## config.mk

```make
export PLATFORM = sky130hd
export DESIGN_NAME = unified_cache_write_back_buffer
export DESIGN_NICKNAME = d
export VERILOG_FILES = /design/src/rtl/unified_cache_write_back_buffer_pkg.sv /design/src/rtl/unified_cache_wbb_cam.sv /design/src/rtl/unified_cache_write_back_buffer.sv
export SDC_FILE = /design/constraint.sdc
export NUM_CORES = 2
export LEC_CHECK = 0
export BUFFER_PORTS_ARGS = -buffer_cell sky130_fd_sc_hd__buf_2
export CAP_MARGIN = 10
export CORE_AREA = 2 2 626 628
export CTS_BUF_LIST = sky130_fd_sc_hd__clkbuf_8
export DETAILED_ROUTE_END_ITERATION = 7
export DIE_AREA = 0 0 628 630
export PLACE_DENSITY = 0.56
export SYNTH_ARGS = -nofsm -noshare
export SYNTH_HDL_FRONTEND = slang
export SYNTH_SLANG_ARGS = --single-unit
```

## constraint.sdc

```tcl
create_clock -name clk_in -period 38.2 [get_ports clk_in]
set_input_delay 0 -clock clk_in [delete_from_list [all_inputs] [get_ports clk_in]]
set_output_delay 0 -clock clk_in [all_outputs]
set_load 0.01 [all_outputs]
```

## src/rtl/unified_cache_write_back_buffer_pkg.sv

```systemverilog
`default_nettype none
// +------------------------------------------------------------------------+
// | Module : unified_cache_write_back_buffer_pkg                           |
// | Brief  : Shared sizing for the unified cache write-back buffer and its |
// |          neighbours (line-address slice used by main_ctrl too).        |
// | Rev    : 1.0  initial release                                          |
// +------------------------------------------------------------------------+
package unified_cache_write_back_buffer_pkg;

   localparam int UNIFIED_CACHE_BLOCK_SIZE_IN_BITS = 512;

   // Line address is the byte address with the 64-byte line offset removed.
   localparam int UNIFIED_CACHE_LINE_ADDR_POS_HI = 31;
   localparam int UNIFIED_CACHE_LINE_ADDR_POS_LO = 6;

   localparam int UNIFIED_CACHE_WBB_NUMBER_ENTRIES = 4;
   localparam int UNIFIED_CACHE_WBB_PTR_WIDTH      = $clog2(UNIFIED_CACHE_WBB_NUMBER_ENTRIES);

endpackage
`default_nettype wire

```

## src/rtl/unified_cache_wbb_cam.sv

```systemverilog
`default_nettype none
// +------------------------------------------------------------------------+
// | Module : unified_cache_wbb_cam                                         |
// | Brief  : Combinational address CAM over the write-back buffer entries. |
// | Ports  : probe_addr_in   - address searched for                        |
// |          entry_addrs_in  - packed entry addresses, entry i at i*AW     |
// |          entry_valid_in  - per-entry qualifier (caller may mask)       |
// |          match_out       - per-entry match vector                      |
// |          hit_out         - any entry matched                           |
// | Rev    : 1.0  initial release                                          |
// +------------------------------------------------------------------------+
module unified_cache_wbb_cam #(
   parameter int NUMBER_ENTRIES          = 4,
   parameter int LINE_ADDR_WIDTH_IN_BITS = 26
) (
   input  logic [LINE_ADDR_WIDTH_IN_BITS-1:0]                probe_addr_in,
   input  logic [NUMBER_ENTRIES*LINE_ADDR_WIDTH_IN_BITS-1:0] entry_addrs_in,
   input  logic [NUMBER_ENTRIES-1:0]                         entry_valid_in,
   output logic [NUMBER_ENTRIES-1:0]                         match_out,
   output logic                                              hit_out
);

   genvar g;
   generate
      for (g = 0; g < NUMBER_ENTRIES; g++) begin : g_match
         assign match_out[g] = entry_valid_in[g] &&
            (entry_addrs_in[g*LINE_ADDR_WIDTH_IN_BITS +: LINE_ADDR_WIDTH_IN_BITS] == probe_addr_in);
      end
   endgenerate

   assign hit_out = |match_out;

endmodule
`default_nettype wire

```

## src/rtl/unified_cache_write_back_buffer.sv

```systemverilog
`default_nettype none
// +------------------------------------------------------------------------+
// | Module : unified_cache_write_back_buffer                               |
// | Brief  : Circular FIFO of dirty evicted lines with address coalescing  |
// |          and a registered probe (CAM) lookup for main stage 1.         |
// | Ports  : clk_in / reset_in (async, active-low)                         |
// |          evict_*      - eviction push from main_ctrl (valid/ready)     |
// |          lookup_*     - probe in, registered hit/data out              |
// |          mem_req_*    - head entry offered to lower memory             |
// |          empty_out, count_out - registered occupancy views             |
// | Rev    : 1.0  initial release                                          |
// +------------------------------------------------------------------------+
module unified_cache_write_back_buffer
   import unified_cache_write_back_buffer_pkg::*;
#(
   parameter int CACHE_BLOCK_SIZE_IN_BITS = UNIFIED_CACHE_BLOCK_SIZE_IN_BITS,
   parameter int LINE_ADDR_WIDTH_IN_BITS  = UNIFIED_CACHE_LINE_ADDR_POS_HI - UNIFIED_CACHE_LINE_ADDR_POS_LO + 1,
   parameter int NUMBER_ENTRIES           = UNIFIED_CACHE_WBB_NUMBER_ENTRIES,
   parameter int ENTRY_PTR_WIDTH_IN_BITS  = UNIFIED_CACHE_WBB_PTR_WIDTH
) (
   input  logic                                clk_in,
   input  logic                                reset_in,
   input  logic                                evict_valid_in,
   input  logic [LINE_ADDR_WIDTH_IN_BITS-1:0]  evict_line_addr_in,
   input  logic [CACHE_BLOCK_SIZE_IN_BITS-1:0] evict_data_in,
   output logic                                evict_ready_out,
   input  logic                                lookup_en_in,
   input  logic [LINE_ADDR_WIDTH_IN_BITS-1:0]  lookup_line_addr_in,
   output logic                                lookup_hit_out,
   output logic [CACHE_BLOCK_SIZE_IN_BITS-1:0] lookup_data_out,
   output logic                                mem_req_valid_out,
   output logic [LINE_ADDR_WIDTH_IN_BITS-1:0]  mem_req_line_addr_out,
   output logic [CACHE_BLOCK_SIZE_IN_BITS-1:0] mem_req_data_out,
   input  logic                                mem_req_ready_in,
   output logic                                empty_out,
   output logic [ENTRY_PTR_WIDTH_IN_BITS:0]    count_out
);

   localparam int AW = LINE_ADDR_WIDTH_IN_BITS;
   localparam int DW = CACHE_BLOCK_SIZE_IN_BITS;
   localparam int N  = NUMBER_ENTRIES;
   localparam int PW = ENTRY_PTR_WIDTH_IN_BITS;
   localparam logic [PW:0] FULL_COUNT = (PW+1)'(N);

   logic [N-1:0]    valid_q, valid_d;
   logic [N*AW-1:0] addr_q, addr_d;
   logic [DW-1:0]   data_q [N];
   logic [DW-1:0]   data_d [N];
   logic [PW-1:0]   head_q, head_d;
   logic [PW-1:0]   tail_q, tail_d;
   logic [PW:0]     count_q, count_d;
   logic            lookup_hit_q, lookup_hit_d;
   logic [DW-1:0]   lookup_data_q, lookup_data_d;

   logic [N-1:0]    head_onehot;
   logic [N-1:0]    lookup_match;
   logic [N-1:0]    coal_match;
   logic            lookup_cam_hit;
   logic            coal_hit;
   logic            push;
   logic            push_new;
   logic            pop;

   assign evict_ready_out       = (count_q != FULL_COUNT);
   assign empty_out             = (count_q == '0);
   assign count_out             = count_q;
   assign mem_req_valid_out     = !empty_out;
   assign mem_req_line_addr_out = addr_q[head_q*AW +: AW];
   assign mem_req_data_out      = data_q[head_q];
   assign lookup_hit_out        = lookup_hit_q;
   assign lookup_data_out       = lookup_data_q;

   assign head_onehot = {{(N-1){1'b0}}, 1'b1} << head_q;

   unified_cache_wbb_cam #(
      .NUMBER_ENTRIES          (N),
      .LINE_ADDR_WIDTH_IN_BITS (AW)
   ) u_lookup_cam (
      .probe_addr_in  (lookup_line_addr_in),
      .entry_addrs_in (addr_q),
      .entry_valid_in (valid_q),
      .match_out      (lookup_match),
      .hit_out        (lookup_cam_hit)
   );

   // The head is excluded so the line being offered to memory never changes
   // under an outstanding request.
   unified_cache_wbb_cam #(
      .NUMBER_ENTRIES          (N),
      .LINE_ADDR_WIDTH_IN_BITS (AW)
   ) u_coalesce_cam (
      .probe_addr_in  (evict_line_addr_in),
      .entry_addrs_in (addr_q),
      .entry_valid_in (valid_q & ~head_onehot),
      .match_out      (coal_match),
      .hit_out        (coal_hit)
   );

   always_comb begin
      push     = evict_valid_in && evict_ready_out;
      pop      = mem_req_valid_out && mem_req_ready_in;
      push_new = push && !coal_hit;

      valid_d = valid_q;
      addr_d  = addr_q;
      data_d  = data_q;
      head_d  = head_q;
      tail_d  = tail_q;
      count_d = count_q;

      if (pop) begin
         valid_d[head_q] = 1'b0;
         head_d          = head_q + 1'b1;
      end

      if (push_new) begin
         valid_d[tail_q]           = 1'b1;
         addr_d[tail_q*AW +: AW]   = evict_line_addr_in;
         data_d[tail_q]            = evict_data_in;
         tail_d                    = tail_q + 1'b1;
      end else if (push) begin
         for (int i = 0; i < N; i++) begin
            if (coal_match[i]) begin
               data_d[i] = evict_data_in;
            end
         end
      end

      unique case ({push_new, pop})
         2'b10:   count_d = count_q + 1'b1;
         2'b01:   count_d = count_q - 1'b1;
         default: count_d = count_q;
      endcase

      // A same-cycle accepted push of the probed address carries the
      // freshest data, so it takes priority over the stored copy.
      lookup_hit_d  = 1'b0;
      lookup_data_d = '0;
      if (lookup_en_in) begin
         if (push && (evict_line_addr_in == lookup_line_addr_in)) begin
            lookup_hit_d  = 1'b1;
            lookup_data_d = evict_data_in;
         end else if (lookup_cam_hit) begin
            lookup_hit_d = 1'b1;
            for (int i = 0; i < N; i++) begin
               if (lookup_match[i]) begin
                  lookup_data_d = lookup_data_d | data_q[i];
               end
            end
         end
      end
   end

   always_ff @(posedge clk_in or negedge reset_in) begin
      if (!reset_in) begin
         valid_q       <= '0;
         addr_q        <= '0;
         head_q        <= '0;
         tail_q        <= '0;
         count_q       <= '0;
         lookup_hit_q  <= 1'b0;
         lookup_data_q <= '0;
      end else begin
         valid_q       <= valid_d;
         addr_q        <= addr_d;
         head_q        <= head_d;
         tail_q        <= tail_d;
         count_q       <= count_d;
         lookup_hit_q  <= lookup_hit_d;
         lookup_data_q <= lookup_data_d;
      end
   end

   // Line data is qualified by valid_q, so it carries no reset.
   always_ff @(posedge clk_in) begin
      if (reset_in) begin
         data_q <= data_d;
      end
   end

endmodule
`default_nettype wire

```

==> impl_metrics.json <==
{
  "required_ns": 38.93,
  "synth-compound-area-share": 0.0400,
  "clock-skew-final_ns": 0.133,
  "cp.arrival_ns": 9.01,
  "worstHoldEndpoint": "lookup_data_out[34]",
  "synth.area.top_cells": "edfxtp_1 47%, dfrtp_1 12%, nor2b_1 9.4%, mux4_2 9.4%, nand3_1 7.9%",
  "synth_area_per_cell_um2": 12.9,
  "synthToLayoutAreaGrowth_pct": 25.4,
  "clk_pin_slew_ns": 0.06,
  "crit_chain": "inv_1, ha_1, nor2b_1, nand4_1, nor4_1, a31o_2, or4_1, buf_4, a21oi_4, buf_4, buf_12, buf_4, buf_4, buf_4, buf_4",
  "hold_violations": 0,
  "cts_made_buffers": 460,
  "fin_crit_ns": 8.28,
  "power.density_nw_per_um2": 59.5,
  "grt_pass1_vias": 104000,
  "preCtsSetupSlack_ns": 30.18,
  "fin_hold_ws_ns": 0.187,
  "rows": 229,
  "max-cap-violations": 0,
  "clk_latency_ns": 1.21,
  "hpwl_um": 350000,
  "final_common_cell": "nand3_1",
  "hold_path_startpoint": "lookup_line_addr_in[22]",
  "rsz0062_at_grt": "no",
  "ant_nets": 0,
  "vias_per_cell": 5.78,
  "syn_area_um2": 131000,
  "start_kind": "flop",
  "r2r_slack_ns": 29.92,
  "wl_um": 558000,
  "dr.pass1.iters": 6,
  "finalNetCount": 13200,
  "antenna_found_initial": 72,
  "gp_congestion": 1.00,
  "synth_fa_ha_area_frac": 0.00111,
  "cp_slowest_cell": "buf_4",
  "die_w_um": 628,
  "critPathMaxStageDelay_ns": 0.86,
  "synth-seq-cells": 2676,
  "p_leak_nw": 62.3,
  "drc_errors": 0,
  "synth_xor_area_frac": 0.0159,
  "final_layout_size_suffix_gt1_frac": 0.248,
  "grt_pass1_wl_um": 791000,
  "cts-root-buf": "clkbuf_8",
  "synthArstFlopShare": 0.235,
  "cp-end-kind": "flop",
  "worstPathMaxFanout": 117,
  "htree_levels": 5,
  "grt.overflow.total": 0,
  "min_path_type": "input pin to flop",
  "initial_core_util": 0.338,
  "clockBufferDepth": 4,
  "ios": 1626,
  "die_h_um": 630,
  "ys.flop_type": "edfxtp_1",
  "clock.fmax_mhz": 121,
  "syn-num-nets": 10800,
  "vias": 106000,
  "crit_family": "buffers and inverters",
  "crit_cells": 15,
  "worstHoldPathCells": 8,
  "grt_max_degree": 148,
  "relSlewSlack": 0.141,
  "die-area_um2": 396000,
  "yosysUniqueCellTypes": 65,
  "slew_violations": 0,
  "synthMuxAreaShare": 0.105,
  "reg2regPathDepth": 15,
  "fin_ws_ns": 29.92,
  "ir_drop_v": 0.0000873,
  "final_cell_mix": "2064 x nand3_1, 2048 x edfxtp_1, 1980 x nor2b_1, 1624 x buf_2, 1160 x dlygate4sd3_1",
  "cts.sinks": 2676,
  "ys_seq_area_frac": 0.588,
  "post_cts_buffers": 0,
  "core_area_um2": 388000,
  "worst_pin_slew_ns": 1.29,
  "setup_viol": 0,
  "cts_tree": "built",
  "port_buffers": 1625,
  "synth_edf_count": 2048,
  "r2r-start": "head_q[0]",
  "yosysTopAreaCellShare": 0.468,
  "syn_inst": 10200,
  "drt_iter0_drc": 12500,
  "fin_tns_setup_ns": 0,
  "stdcell_count": 18300,
  "dpl.cell_count": 16200,
  "fillers": 36200,
  "synth-simple-area-share": 0.214,
  "synth_area_leader_cell": "edfxtp_1",
  "crit_type": "flop to flop",
  "r2r_end": "data_q[1846]",
  "crit_path_frequent_cell": "buf_4",
  "avgRoutedWirePerCell_um": 30.5,
  "grt_usage": 0.270,
  "path_buf_inv": 8,
  "finalCritPeriodShare": 0.217,
  "synth_top_family_by_area": "simple AND/OR/NAND/NOR gates",
  "status": "finished clean",
  "ys_warn_count": 0
}
## area by class of cell
| cell class | instances | area (µm²) | area share |
|---|---|---|---|
| Timing Repair Buffer | 3008 | 21800 | 0.132 |
| Antenna cell | 58 | 145 | 0.000881 |
| Tap cell | 5197 | 6500 | 0.0395 |
| Clock inverter | 331 | 1930 | 0.0117 |
| Inverter | 18 | 67.6 | 0.000410 |
| Multi-Input combinational cell | 6469 | 49600 | 0.301 |
| Clock buffer | 545 | 7500 | 0.0455 |
| Sequential cell | 2676 | 77200 | 0.469 |
## worst max-delay path by stage
stage                          from           end
after floorplan           head_q[0]  data_q[1024]
after global placement    head_q[0]  data_q[1768]
after detailed placement  head_q[0]  data_q[1768]
after CTS                 head_q[0]   data_q[773]
after global routing      head_q[0]  data_q[1846]
final                     head_q[0]  data_q[1846]
## routing by layer
metal / part of all wire / GRT usage / wire length (µm) / vias to the layer above
met1: 0.37 / 0.346 / 207000 / 53700
li1: - / - / - / 43400
met5: 0.00041 / 0 / 230 / -
met3: 0.10 / 0.0616 / 58200 / 1369
met4: 0.068 / 0.157 / 37900 / 38
met2: 0.46 / 0.420 / 254000 / 7282
## sequential cells by signal, indices dropped and copies added (netlist names)
signal and flops:
addr_q 104, lookup_hit_out 1, tail_q 2, head_q 2, valid_q 4, lookup_data_out 512, data_q 2048, count_out 3
## power by group
part | internal (W) | leakage (nW) | switching (W) | total (W)
Combinational | 0.00125 | 29.3 | 0.00225 | 0.00350
Clock | 0.00139 | 5.54 | 0.00130 | 0.00269
Sequential | 0.00347 | 27.4 | 0.000143 | 0.00361
## stage by stage
| step | util | instance area (µm²) | total power, W |
|---|---|---|---|
| 2_1_floorplan | - | 131000 | 0.00569 |
| 3_5_place_dp | 0.370 | 143000 | 0.00702 |
| 4_1_cts | 0.424 | 165000 | 0.00979 |
| 6_report | 0.424 | 165000 | 0.00980 |
| 3_3_place_gp | 0.370 | 143000 | 0.00703 |
| 5_1_grt | 0.424 | 165000 | 0.0101 |
## worst reg2reg max path, cell delays in order, from the launching register on
cell	delay (ns)
dfrtp_4	0.75
inv_1	0.25
ha_1	0.20
nor2b_1	0.05
nand4_1	0.15
nor4_1	0.10
a31o_2	0.42
or4_1	0.57
buf_4	0.32
a21oi_4	0.21
buf_4	0.65
buf_12	0.67
buf_4	1.10
buf_4	0.77
buf_4	0.78
buf_4	0.86
## synth_stat cells, types with 8 or more instances
cell type / n
nand3_1: 2064
edfxtp_1: 2048
nor2b_1: 1980
dfrtp_1: 628
nand4_1: 559
clkbuf_1: 549
mux4_2: 547
a22o_1: 512
buf_2: 232
xnor2_1: 192
buf_1: 152
mux2_2: 103
nor2_1: 97
nor2b_2: 80
buf_6: 55
nand2_1: 49
xor2_1: 47
mux2i_1: 33
buf_4: 26
nor3_1: 20
a21oi_1: 19
nor4_1: 19
inv_1: 16
a22oi_1: 13
ha_1: 10
o41ai_1: 10
nand2b_1: 9
o2bb2ai_1: 8
## kinds of logic after synthesis
group	count (synthesis)
XOR/XNOR	239
multiplexers	683
adder cells (fa/ha/maj)	11
AND/OR/NAND/NOR	4918
buffers and inverters	1032
flip-flops	2676
AO/OA/AOI/OAI	618
## timing repair
action / 4_1_cts / 5_1_grt
hold buffers: 1161 / 0
endpoints found under the hold margin: 2881 / 0
endpoints found under the setup margin: 0 / 0
gates resized for setup: 0 / 0
Power figures use the tool's default switching activity.
